File: src/rtl/shift_arbiter.sv
// Round-robin arbiter for two requesters sharing one 33-bit logical left shifter,
// followed by a two-stage (operand, result) pipeline with result backpressure.

module shift_left #(
    parameter int WIDTH = 33
) (
    input  logic [WIDTH-1:0] data_in,
    input  logic [4:0]       amt,
    output logic [WIDTH-1:0] data_out
);

    logic [WIDTH-1:0] stage;

    // Logarithmic barrel: each amount bit shifts by its power of two, zero fill.
    always_comb begin
        stage = data_in;
        for (int i = 0; i < 5; i++) begin
            if (amt[i]) begin
                stage = stage << (1 << i);
            end
        end
        data_out = stage;
    end

endmodule

module shift_arbiter #(
    parameter int WIDTH = 33
) (
    input  logic             clock,
    input  logic             reset_n,
    input  logic             req0_valid,
    input  logic [WIDTH-1:0] req0_in,
    input  logic [4:0]       req0_amt,
    output logic             req0_ready,
    input  logic             req1_valid,
    input  logic [WIDTH-1:0] req1_in,
    input  logic [4:0]       req1_amt,
    output logic             req1_ready,
    output logic             rsp_valid,
    output logic             rsp_id,
    output logic [WIDTH-1:0] rsp_data,
    input  logic             rsp_ready
);

    logic             s1_valid_q, s1_valid_d;
    logic             s1_id_q, s1_id_d;
    logic [WIDTH-1:0] s1_in_q, s1_in_d;
    logic [4:0]       s1_amt_q, s1_amt_d;
    logic             rsp_valid_q, rsp_valid_d;
    logic             rsp_id_q, rsp_id_d;
    logic [WIDTH-1:0] rsp_data_q, rsp_data_d;
    logic             last_grant_q, last_grant_d;

    logic             s2_adv;
    logic             s1_adv;
    logic             grant_any;
    logic             grant_id;
    logic [WIDTH-1:0] shift_out;

    shift_left #(.WIDTH(WIDTH)) u_shift_left (
        .data_in  (s1_in_q),
        .amt      (s1_amt_q),
        .data_out (shift_out)
    );

    always_comb begin
        s2_adv     = !rsp_valid_q || rsp_ready;
        s1_adv     = !s1_valid_q || s2_adv;
        grant_any  = s1_adv && (req0_valid || req1_valid);
        // On contention the requester not granted last time wins.
        grant_id   = (req0_valid && req1_valid) ? !last_grant_q : req1_valid;
        req0_ready = grant_any && !grant_id;
        req1_ready = grant_any && grant_id;
    end

    always_comb begin
        s1_valid_d   = s1_valid_q;
        s1_id_d      = s1_id_q;
        s1_in_d      = s1_in_q;
        s1_amt_d     = s1_amt_q;
        rsp_valid_d  = rsp_valid_q;
        rsp_id_d     = rsp_id_q;
        rsp_data_d   = rsp_data_q;
        last_grant_d = last_grant_q;

        if (s2_adv) begin
            rsp_valid_d = s1_valid_q;
            rsp_id_d    = s1_id_q;
            rsp_data_d  = shift_out;
        end

        if (s1_adv) begin
            s1_valid_d = grant_any;
            if (grant_any) begin
                s1_id_d      = grant_id;
                s1_in_d      = grant_id ? req1_in : req0_in;
                s1_amt_d     = grant_id ? req1_amt : req0_amt;
                last_grant_d = grant_id;
            end
        end
    end

    always_ff @(posedge clock or negedge reset_n) begin
        if (!reset_n) begin
            s1_valid_q   <= 1'b0;
            s1_id_q      <= 1'b0;
            s1_in_q      <= '0;
            s1_amt_q     <= '0;
            rsp_valid_q  <= 1'b0;
            rsp_id_q     <= 1'b0;
            rsp_data_q   <= '0;
            last_grant_q <= 1'b1;
        end else begin
            s1_valid_q   <= s1_valid_d;
            s1_id_q      <= s1_id_d;
            s1_in_q      <= s1_in_d;
            s1_amt_q     <= s1_amt_d;
            rsp_valid_q  <= rsp_valid_d;
            rsp_id_q     <= rsp_id_d;
            rsp_data_q   <= rsp_data_d;
            last_grant_q <= last_grant_d;
        end
    end

    assign rsp_valid = rsp_valid_q;
    assign rsp_id    = rsp_id_q;
    assign rsp_data  = rsp_data_q;

endmodule

File: config.mk
export PLATFORM = sky130hd
export DESIGN_NAME = shift_arbiter
export DESIGN_NICKNAME = d
export VERILOG_FILES = /design/src/rtl/shift_arbiter.sv
export SDC_FILE = /design/constraint.sdc
export NUM_CORES = 1
export LEC_CHECK = 0
export CORE_MARGIN = 3
export CORE_UTILIZATION = 54
export CTS_BUF_LIST = sky130_fd_sc_hd__clkbuf_8 sky130_fd_sc_hd__clkbuf_16
export DETAILED_ROUTE_END_ITERATION = 7
export GPL_TIMING_DRIVEN = 0
export PLACE_DENSITY = 0.86
export SYNTH_ARGS = -nofsm -noshare
export SYNTH_HDL_FRONTEND = slang
export SYNTH_SLANG_ARGS = --single-unit
File: constraint.sdc
create_clock -name clock -period 6 [get_ports clock]
set_input_delay 0.9 -clock clock [delete_from_list [all_inputs] [get_ports clock]]
set_output_delay 0.9 -clock clock [all_outputs]
set_load 0.1 [all_outputs]
==> flow_summary.json <==
{
  "status": "finished clean",
  "hold_viol_final": 0,
  "synthAdderAreaFrac_pct": 0,
  "async_reset_ff_share_pct": 100,
  "crit_start": "rsp_ready",
  "cts_hold_buf": 0,
  "synth.cell_area_um2": 4820,
  "first_pass_iters": 7,
  "place_congestion": 0.958,
  "finalSetupTns_ps": 0,
  "ir_drop_mv": 0.233,
  "grt_usage_pct": 34.2,
  "skew_ps": 10.8,
  "ys_top_cells_by_count": "113 x nand2_1, 75 x dfrtp_1, 40 x a22oi_1",
  "die_w_um": 100,
  "synth_edf_count": 0,
  "setup_viol": 0,
  "critPathLaunchType": "primary input",
  "finalMaxSlewViolations": 0,
  "drc": 0,
  "path_max_fanout": 10,
  "final_core_util_pct": 75.8,
  "yosys.area_share.simple_pct": 14.8,
  "p_per_area_nw_per_um2": 444,
  "power_leakage_nw": 2.74,
  "cts_buffers": 9,
  "synth.distinct_cells": 51,
  "dieArea_um2": 10100,
  "grt_pass1_vias": 4875,
  "hold_class": "reg2reg",
  "num_rows": 33,
  "max_cap_violations": 0,
  "grt_start_max_net_pins": 77,
  "wl_per_cell_um": 22.5,
  "cp-end-kind": "primary output",
  "synth-compound-area-share_pct": 18.4,
  "synth.largest_area_cell": "dfrtp_1",
  "initial_utilization_pct": 57.2,
  "coreArea_um2": 8420,
  "timing.fmax_mhz": 206,
  "cts_tree": "done",
  "hpwl_um": 12900,
  "arrival_ps": 3960,
  "via_per_inst": 6.50,
  "antenna_cells": 0,
  "io_pins": 118,
  "wirelength_um": 16600,
  "synth_top_area_share_pct": 39.0,
  "io_buffers": 117,
  "timing.final.crit_period_ps": 4860,
  "ys_seq_area_share_pct": 39.5,
  "crit_type": "in2out",
  "cts_setup_buffers": 0,
  "synth_flop_cell": "dfrtp_1",
  "ff2ff_path_depth": 7,
  "tightest_slew_ps": 1010,
  "synthCells": 497,
  "via_count": 4778,
  "synthXorXnorAreaFrac_pct": 0,
  "fp.dieH_um": 100,
  "yosys_register_bits": 76,
  "yosysWarnings": 0,
  "post-synth-top-count-cell": "nand2_1",
  "min_path_cells": 2,
  "syn_to_final_growth_pct": 32.5,
  "timing.critical_path.to": "req0_ready",
  "insertion_delay_ps": 360,
  "power_mw": 2.84,
  "clk_pin_slew_ps": 80,
  "antenna_found_initial": 0,
  "r2r_slack_ps": 3440,
  "ctsLongestPathBuffers": 2,
  "cts_htree_levels": 3,
  "num-nets-final": 706,
  "holdWs_ps": 474,
  "critPathRequiredTime_ps": 5100,
  "ys_top_cells_by_area": "dfrtp_1 39%, mux4_2 9.4%, nand2_1 8.8%",
  "fillers": 603,
  "min_period_over_period_pct": 81.0,
  "root_buffer": "clkbuf_8",
  "slew_headroom_pct": 32.5,
  "grt_pass1_wl_um": 26400,
  "synth_nets": 578,
  "r2r_end": "rsp_data[29]",
  "synth_mux_area_share_pct": 22.9,
  "synth_top_family_by_area": "multiplexers",
  "drtIter0Drc": 355,
  "drive_gt1_share_pct": 12.9,
  "grt-ovfl-total": 0,
  "cts_resized": 0,
  "avgSynthCellArea_um2": 9.69,
  "rsz0062_at_grt": "no",
  "r2r_start": "s1_amt_q[1]",
  "ant_nets": 0,
  "cts_sinks": 76
}
-- through the flow --
step / area, um2 / instances / setup WS, ps
after global routing: 6380 / 735 / 1010
after global placement: 6120 / 719 / 1130
after CTS: 6380 / 735 / 1140
after detailed placement: 6120 / 719 / 1180
after floorplan: 4820 / 497 / 2510
final: 6380 / 735 / 1140
-- layout by cell type, fill, tap and decap left out, drive strengths merged, types with 2 or more instances in the layout --
cell | netlist | routed
dfrtp | 75 | 75
bufinv | 0 | 4
o21ai | 20 | 20
a32oi | 3 | 3
a21oi | 9 | 9
o2bb2ai | 3 | 3
nor2 | 26 | 26
nor3 | 5 | 5
a22o | 10 | 10
mux4 | 20 | 20
a31oi | 2 | 2
nand2 | 113 | 113
a22oi | 40 | 40
nand2b | 6 | 6
or2 | 2 | 2
buf | 19 | 20
inv | 2 | 4
o41ai | 2 | 2
a221oi | 2 | 2
o21a | 2 | 2
nand3 | 9 | 9
mux2 | 28 | 28
clkdlybuf4s50 | 0 | 116
clkbuf | 23 | 33
a21o | 3 | 3
and2 | 4 | 4
mux2i | 32 | 32
o22ai | 10 | 10
a211oi | 2 | 2
o211ai | 5 | 5
o22a | 2 | 2
nor2b | 4 | 4
-- how the worst min path moves through the flow --
stage	startpoint	to	slack (ps)
after floorplan	s1_id_q	rsp_id	450
after global placement	rsp_id	rsp_id	450
after detailed placement	rsp_id	rsp_id	450
after CTS	rsp_id	rsp_id	470
after global routing	rsp_id	rsp_id	500
final	rsp_id	rsp_id	470
-- sequential cells by signal (all words and copies together) (netlist names) --
register / count
rsp_id: 1
last_grant_q: 1
s1_amt_q: 5
s1_in_q: 33
s1_id_q: 1
rsp_data: 33
s1_valid_q: 1
rsp_valid: 1
-- report_power, final --
group | switching, mW | total [mW] | internal [mW]
sequential | 0.113 | 0.745 | 0.631
clock | 0.201 | 0.529 | 0.327
combinational | 1.05 | 1.56 | 0.508
-- cell type report --
type	instances	area [um2]	share of cell area, %
repair buffers	117	1170	18.3
inverters	3	11.3	0.176
multi-input cells	376	2700	42.4
clock inverters	6	128	2.00
plain buffers	42	199	3.12
clock buffers	10	138	2.16
flip-flops and latches	76	1900	29.8
well taps	105	131	2.06
-- cells by family (layout without fill, tap and decap cells) --
| group | Yosys count | in the layout |
|---|---|---|
| AO/OA/AOI/OAI | 124 | 124 |
| buffers and inverters | 45 | 178 |
| flip-flops | 76 | 76 |
| multiplexers | 80 | 80 |
| AND/OR/NAND/NOR | 172 | 172 |
-- worst max-delay path, cell delays in order --
cell and delay [ps]:
clkdlybuf4s50_1 470, nor2b_1 60, buf_1 260, a211oi_1 650, clkbuf_1 410, clkdlybuf4s50_1 1220
-- routing by layer --
layer / vias up / track usage [%] / routed length (um)
met5: - / 0 / 0
met4: 0 / 12.2 / 578
met3: 57 / 8.06 / 1510
met2: 295 / 55.6 / 7910
met1: 2341 / 44.8 / 6560
li1: 2085 / - / -
(Power assumes the default switching activity.)
